File: src/rtl/nibble_serial_add_ctrl.sv
`default_nettype none
// ============================================================================
//  Module   : nibble_serial_add_ctrl (with helper RCA_4bit)
//  Purpose  : W-bit add, one 4-bit nibble per cycle through a single
//             ripple-carry adder. Define SUB_EN to enable a - b when sub=1.
//  Revision : 1.0  initial release
// ============================================================================

module RCA_4bit (
    input  logic [3:0] a,
    input  logic [3:0] b,
    input  logic       cin,
    output logic [3:0] s,
    output logic       cout
);
    logic [4:0] w_c;

    assign w_c[0] = cin;

    for (genvar gi = 0; gi < 4; gi++) begin : g_bit
        assign s[gi]     = a[gi] ^ b[gi] ^ w_c[gi];
        assign w_c[gi+1] = (a[gi] & b[gi]) | (w_c[gi] & (a[gi] ^ b[gi]));
    end

    assign cout = w_c[4];
endmodule

module nibble_serial_add_ctrl #(
    parameter int NIBBLES = 4
) (
    input  logic                 clk,
    input  logic                 rst,
    input  logic                 start,
    input  logic [4*NIBBLES-1:0] a,
    input  logic [4*NIBBLES-1:0] b,
    input  logic                 cin,
    input  logic                 sub,
    output logic                 busy,
    output logic                 done,
    output logic [4*NIBBLES-1:0] sum,
    output logic                 cout
);
    localparam int W    = 4 * NIBBLES;
    localparam int IDXW = (NIBBLES > 1) ? $clog2(NIBBLES) : 1;
    localparam logic [IDXW-1:0] c_last_idx = IDXW'(NIBBLES - 1);

    typedef enum logic [1:0] {
        IDLE = 2'd0,
        RUN  = 2'd1,
        DONE = 2'd2
    } state_t;

    state_t            r_state;
    state_t            w_state_nxt;
    logic [W-1:0]      r_a;
    logic [W-1:0]      r_b;
    logic              r_cin;
    logic [IDXW-1:0]   r_idx;
    logic              r_carry;
    logic [W-1:0]      r_sum;
    logic              r_cout;

    logic [3:0]        w_nib_a;
    logic [3:0]        w_nib_b;
    logic              w_add_cin;
    logic [3:0]        w_nib_s;
    logic              w_nib_co;
    logic [W-1:0]      w_b_cap;
    logic              w_cin_cap;

    // Subtraction is folded into the captured operands: ~b with a forced
    // carry-in of one, so the serial datapath never needs to know about it.
`ifdef SUB_EN
    assign w_b_cap   = sub ? ~b : b;
    assign w_cin_cap = sub ? 1'b1 : cin;
`else
    logic w_unused_sub;
    assign w_unused_sub = sub;
    assign w_b_cap      = b;
    assign w_cin_cap    = cin;
`endif

    assign w_nib_a   = r_a[4*r_idx +: 4];
    assign w_nib_b   = r_b[4*r_idx +: 4];
    assign w_add_cin = (r_idx == '0) ? r_cin : r_carry;

    RCA_4bit u_rca (
        .a    (w_nib_a),
        .b    (w_nib_b),
        .cin  (w_add_cin),
        .s    (w_nib_s),
        .cout (w_nib_co)
    );

    always_ff @(posedge clk or posedge rst) begin
        if (rst) begin
            r_state <= IDLE;
        end else begin
            r_state <= w_state_nxt;
        end
    end

    always_comb begin
        w_state_nxt = r_state;
        case (r_state)
            IDLE:    if (start) w_state_nxt = RUN;
            RUN:     if (r_idx == c_last_idx) w_state_nxt = DONE;
            DONE:    w_state_nxt = IDLE;
            default: w_state_nxt = IDLE;
        endcase
    end

    always_ff @(posedge clk or posedge rst) begin
        if (rst) begin
            r_a     <= '0;
            r_b     <= '0;
            r_cin   <= 1'b0;
            r_idx   <= '0;
            r_carry <= 1'b0;
            r_sum   <= '0;
            r_cout  <= 1'b0;
        end else begin
            case (r_state)
                IDLE: begin
                    if (start) begin
                        r_a     <= a;
                        r_b     <= w_b_cap;
                        r_cin   <= w_cin_cap;
                        r_idx   <= '0;
                        r_carry <= 1'b0;
                    end
                end
                RUN: begin
                    r_sum[4*r_idx +: 4] <= w_nib_s;
                    r_carry             <= w_nib_co;
                    if (r_idx == c_last_idx) begin
                        r_cout <= w_nib_co;
                    end else begin
                        r_idx <= r_idx + 1'b1;
                    end
                end
                default: ;
            endcase
        end
    end

    assign busy = (r_state == RUN);
    assign done = (r_state == DONE);
    assign sum  = r_sum;
    assign cout = r_cout;
endmodule

`default_nettype wire
File: config.mk
export PLATFORM = sky130hd
export DESIGN_NAME = nibble_serial_add_ctrl
export DESIGN_NICKNAME = d
export VERILOG_FILES = /design/src/rtl/nibble_serial_add_ctrl.sv
export SDC_FILE = /design/constraint.sdc
export NUM_CORES = 1
export LEC_CHECK = 0
export ABC_AREA = 1
export CORE_MARGIN = 8
export CORE_UTILIZATION = 30
export CTS_CLUSTER_DIAMETER = 200
export CTS_CLUSTER_SIZE = 10
export DETAILED_ROUTE_END_ITERATION = 7
export REMOVE_ABC_BUFFERS = 1
export SLEW_MARGIN = 20
export SYNTH_ARGS = -nofsm -noshare
export SYNTH_HDL_FRONTEND = slang
export SYNTH_SLANG_ARGS = --single-unit
export TNS_END_PERCENT = 10
File: constraint.sdc
create_clock -name clk -period 4.72 [get_ports clk]
set_clock_uncertainty 0.05 [all_clocks]
set_input_delay 0.708 -clock clk [delete_from_list [all_inputs] [get_ports clk]]
set_output_delay 0.708 -clock clk [all_outputs]
set_load 0.02 [all_outputs]
==> qor.yml <==
status:
  status: "completed"
layout:
  diodes: 0
  final_layout_size_suffix_gt1_share_pct: 3.14
  n_fill_cell: 997
  seq_area_um2: 1380
  layout_commonest_cell: "nand2_1"
  multiInputGateArea_um2: 1060
  final_cell_mix: "109 x nand2_1, 55 x dfrtp_1, 54 x clkdlybuf4s50_1"
  nets: 430
  area_growth_pct: 24.0
clocking:
  cts_buffer_depth: 2
  insertion_delay_ps: 300
  cts_buffers: 5
  post_cts_resized: 0
  htree_levels: 2
  cts_tree: "built"
  cts_hold_buf: 0
  cts_setup_buffers: 0
  cts.clk_slew.worst_paths_ps: 90
  clock_sinks: 55
  clock-root-buffer: "clkbuf_8"
grt:
  grt_util_all_layers_pct: 9.65
  grt_start_max_net_pins: 71
  grt_antenna_before_repair: 0
  grt-ovfl-total: 0
  first_global_vias: 2147
  grt_pass1_wl_um: 10100
place:
  post-dp-hpwl_um: 4260
  io_buffers: 54
  place.gp.congestion: 0.773
pwr:
  p_comb_share_pct: 54.1
  switchingPower_mw: 1.02
  total_power_mw: 2.26
  pwr-share-clk_pct: 10.7
  power_leakage_nw: 1.71
  swShare_pct: 45.0
  powerDensity_nw_per_um2: 666
  seq_power_share_pct: 35.2
  p_int_mw: 1.24
  irDropWorstVdd_uv: 218
floorplan:
  coreArea_um2: 9020
  initial_core_util_pct: 30.3
  fp.dieArea_um2: 12400
  die_w_um: 111
  num_rows: 35
  io_pins: 56
  fp.dieH_um: 111
logic_synthesis:
  synth_seq_cells: 55
  synthXorXnorAreaFrac_pct: 0
  synth_top_family_by_area: "simple AND/OR/NAND/NOR gates"
  synth_compound_area_share_pct: 8.42
  synthCells: 335
  synth_area_per_cell_um2: 8.16
  yosys.area_share.adder_pct: 5.68
  ys_seq_area_share_pct: 50.3
  synth-simple-area-share_pct: 24.3
  synthMuxAreaShare_pct: 0.366
  syn_area_um2: 2730
  yosysWarningCount: 0
  synth_cell_type_count: 18
hold_path:
  min_path_cells: 2
  whs_endpoint: "sum[8]"
  hp-class: "reg2reg"
  holdCritStartpoint: "sum[8]"
critical_path:
  crit_path_cell_trace: "inv_1 -> ha_1 -> mux2i_1 -> fa_1 -> fa_1 -> fa_1 -> inv_1 -> fa_1 -> nand3_1 -> inv_1 -> nand2_1 -> nand2_1"
  r2r_setup_slack_ps: 1250
  worstSetupPathType: "reg2reg"
  cpMaxStageDelayCell: "inv_1"
  startpoint_type: "flop"
  worst-r2r-cell-count: 12
  critPathMaxStageDelay_ps: 500
  cpMostUsedCell: "fa_1"
  critPathMaxFanout: 22
  critPathRequiredTime_ps: 4870
  r2r-start: "r_idx[0]"
  cp.arrival_ps: 3620
  end_kind: "flop"
  reg2reg_to: "sum[15]"
sta:
  rsz0062_at_grt: "no"
  drv_slew: 0
  period_needed_ps: 3470
  final_hold_viol_count: 0
  worst_pin_slew_ps: 712
  fin_crit_sh_pct: 73.5
  max-slew-margin-rel_pct: 52.5
  clock.fmax_mhz: 288
  setup_tns_ps: 0
  setup_viol: 0
drt:
  drt_iter0_drc: 92
  dr.pass1.iters: 4
  vias_per_cell: 4.30
  dr_wl_met2_um: 2790
  wl_per_cell_um: 12.0
  met1Wirelength_um: 2770
  vias: 2121
  wl_met3_um: 282
  detail-route-antenna-nets: 0
  wirelength_um: 5900
  maxUsedRoutingLayer: "met4"
  drc: 0
flow_run:
  maxCapViolCount: 0
[worst max-delay path by stage]
stage                   from      end  slack [ps]  cells past startpoint
floorplan           r_idx[0]  sum[15]        1100                     12
global placement    r_idx[0]  sum[15]        1280                     12
detailed placement  r_idx[0]  sum[15]        1220                     12
CTS                 r_idx[0]  sum[15]        1230                     12
global route        r_idx[0]  sum[11]        1040                     12
finish              r_idx[0]  sum[15]        1250                     12
[cell usage after synthesis]
cell type / n / area (µm²)
o21ai_0: 10 / 50.1
nor2_4: 1 / 11.3
o211ai_1: 2 / 15.0
nand3_4: 1 / 17.5
inv_1: 47 / 176
dfrtp_1: 55 / 1380
buf_2: 7 / 35.0
mux2i_1: 1 / 10.0
fa_1: 4 / 80.1
nand4_1: 3 / 18.8
nand3_1: 28 / 140
buf_4: 3 / 22.5
buf_6: 5 / 56.3
nor2_1: 18 / 67.6
inv_2: 2 / 7.51
o21ai_1: 33 / 165
nand2_1: 109 / 409
ha_1: 6 / 75.1
[metal layers]
layer / up-vias / track usage [%]
met4: 0 / 2.93
met1: 946 / 11.6
met5: - / 0
li1: 1127 / -
met2: 43 / 16.0
met3: 5 / 2.96
[critical path, delay by kind of cell, from the launching register on]
| family | cells | cell delay (ps) |
|---|---|---|
| adder cells (fa/ha/maj) | 5 | 1960 |
| buffers and inverters | 3 | 620 |
| flip-flops | 1 | 390 |
| multiplexers | 1 | 120 |
| AND/OR/NAND/NOR | 3 | 230 |
[final cells by class]
cell class              instances  area share, %
inverters                      49           5.50
multi-input cells             216           31.3
clock buffers                   6           2.14
repair buffers                 56           16.4
flip-flops and latches         55           40.6
well taps                     111           4.10
[power by group through the flow]
stage	sequential, mW	clock, mW	combinational, mW
after floorplan	0.851	0	0.779
after global placement	0.800	0	1.22
after detailed placement	0.805	0	1.24
after CTS	0.797	0.255	1.25
after global routing	0.821	0.272	1.40
final	0.794	0.242	1.22
[through the flow]
stage	cells	setup slack [ps]	util (%)	hold WS, ps	instance area (µm²)
6_report	493	1250	37.6	436	3390
4_1_cts	493	1230	37.6	440	3390
2_1_floorplan	320	1100	-	404	2620
5_1_grt	493	1040	37.6	456	3390
3_3_place_gp	487	1280	36.7	415	3310
3_5_place_dp	487	1220	36.8	415	3320
[flip-flops by register name, indices dropped and copies added (netlist names)]
register	count
r_cin	1
r_b	16
sum	16
r_carry	1
r_idx	2
cout	1
r_state	2
r_a	16
[cells by family (layout without fill, tap and decap cells)]
| logic type | Yosys count | after routing |
|---|---|---|
| buffers and inverters | 64 | 111 |
| AO/OA/AOI/OAI | 45 | 45 |
| multiplexers | 1 | 1 |
| adder cells (fa/ha/maj) | 10 | 10 |
| flip-flops | 55 | 55 |
| AND/OR/NAND/NOR | 160 | 160 |
No activity file was read; power rests on OpenSTA's default activity.
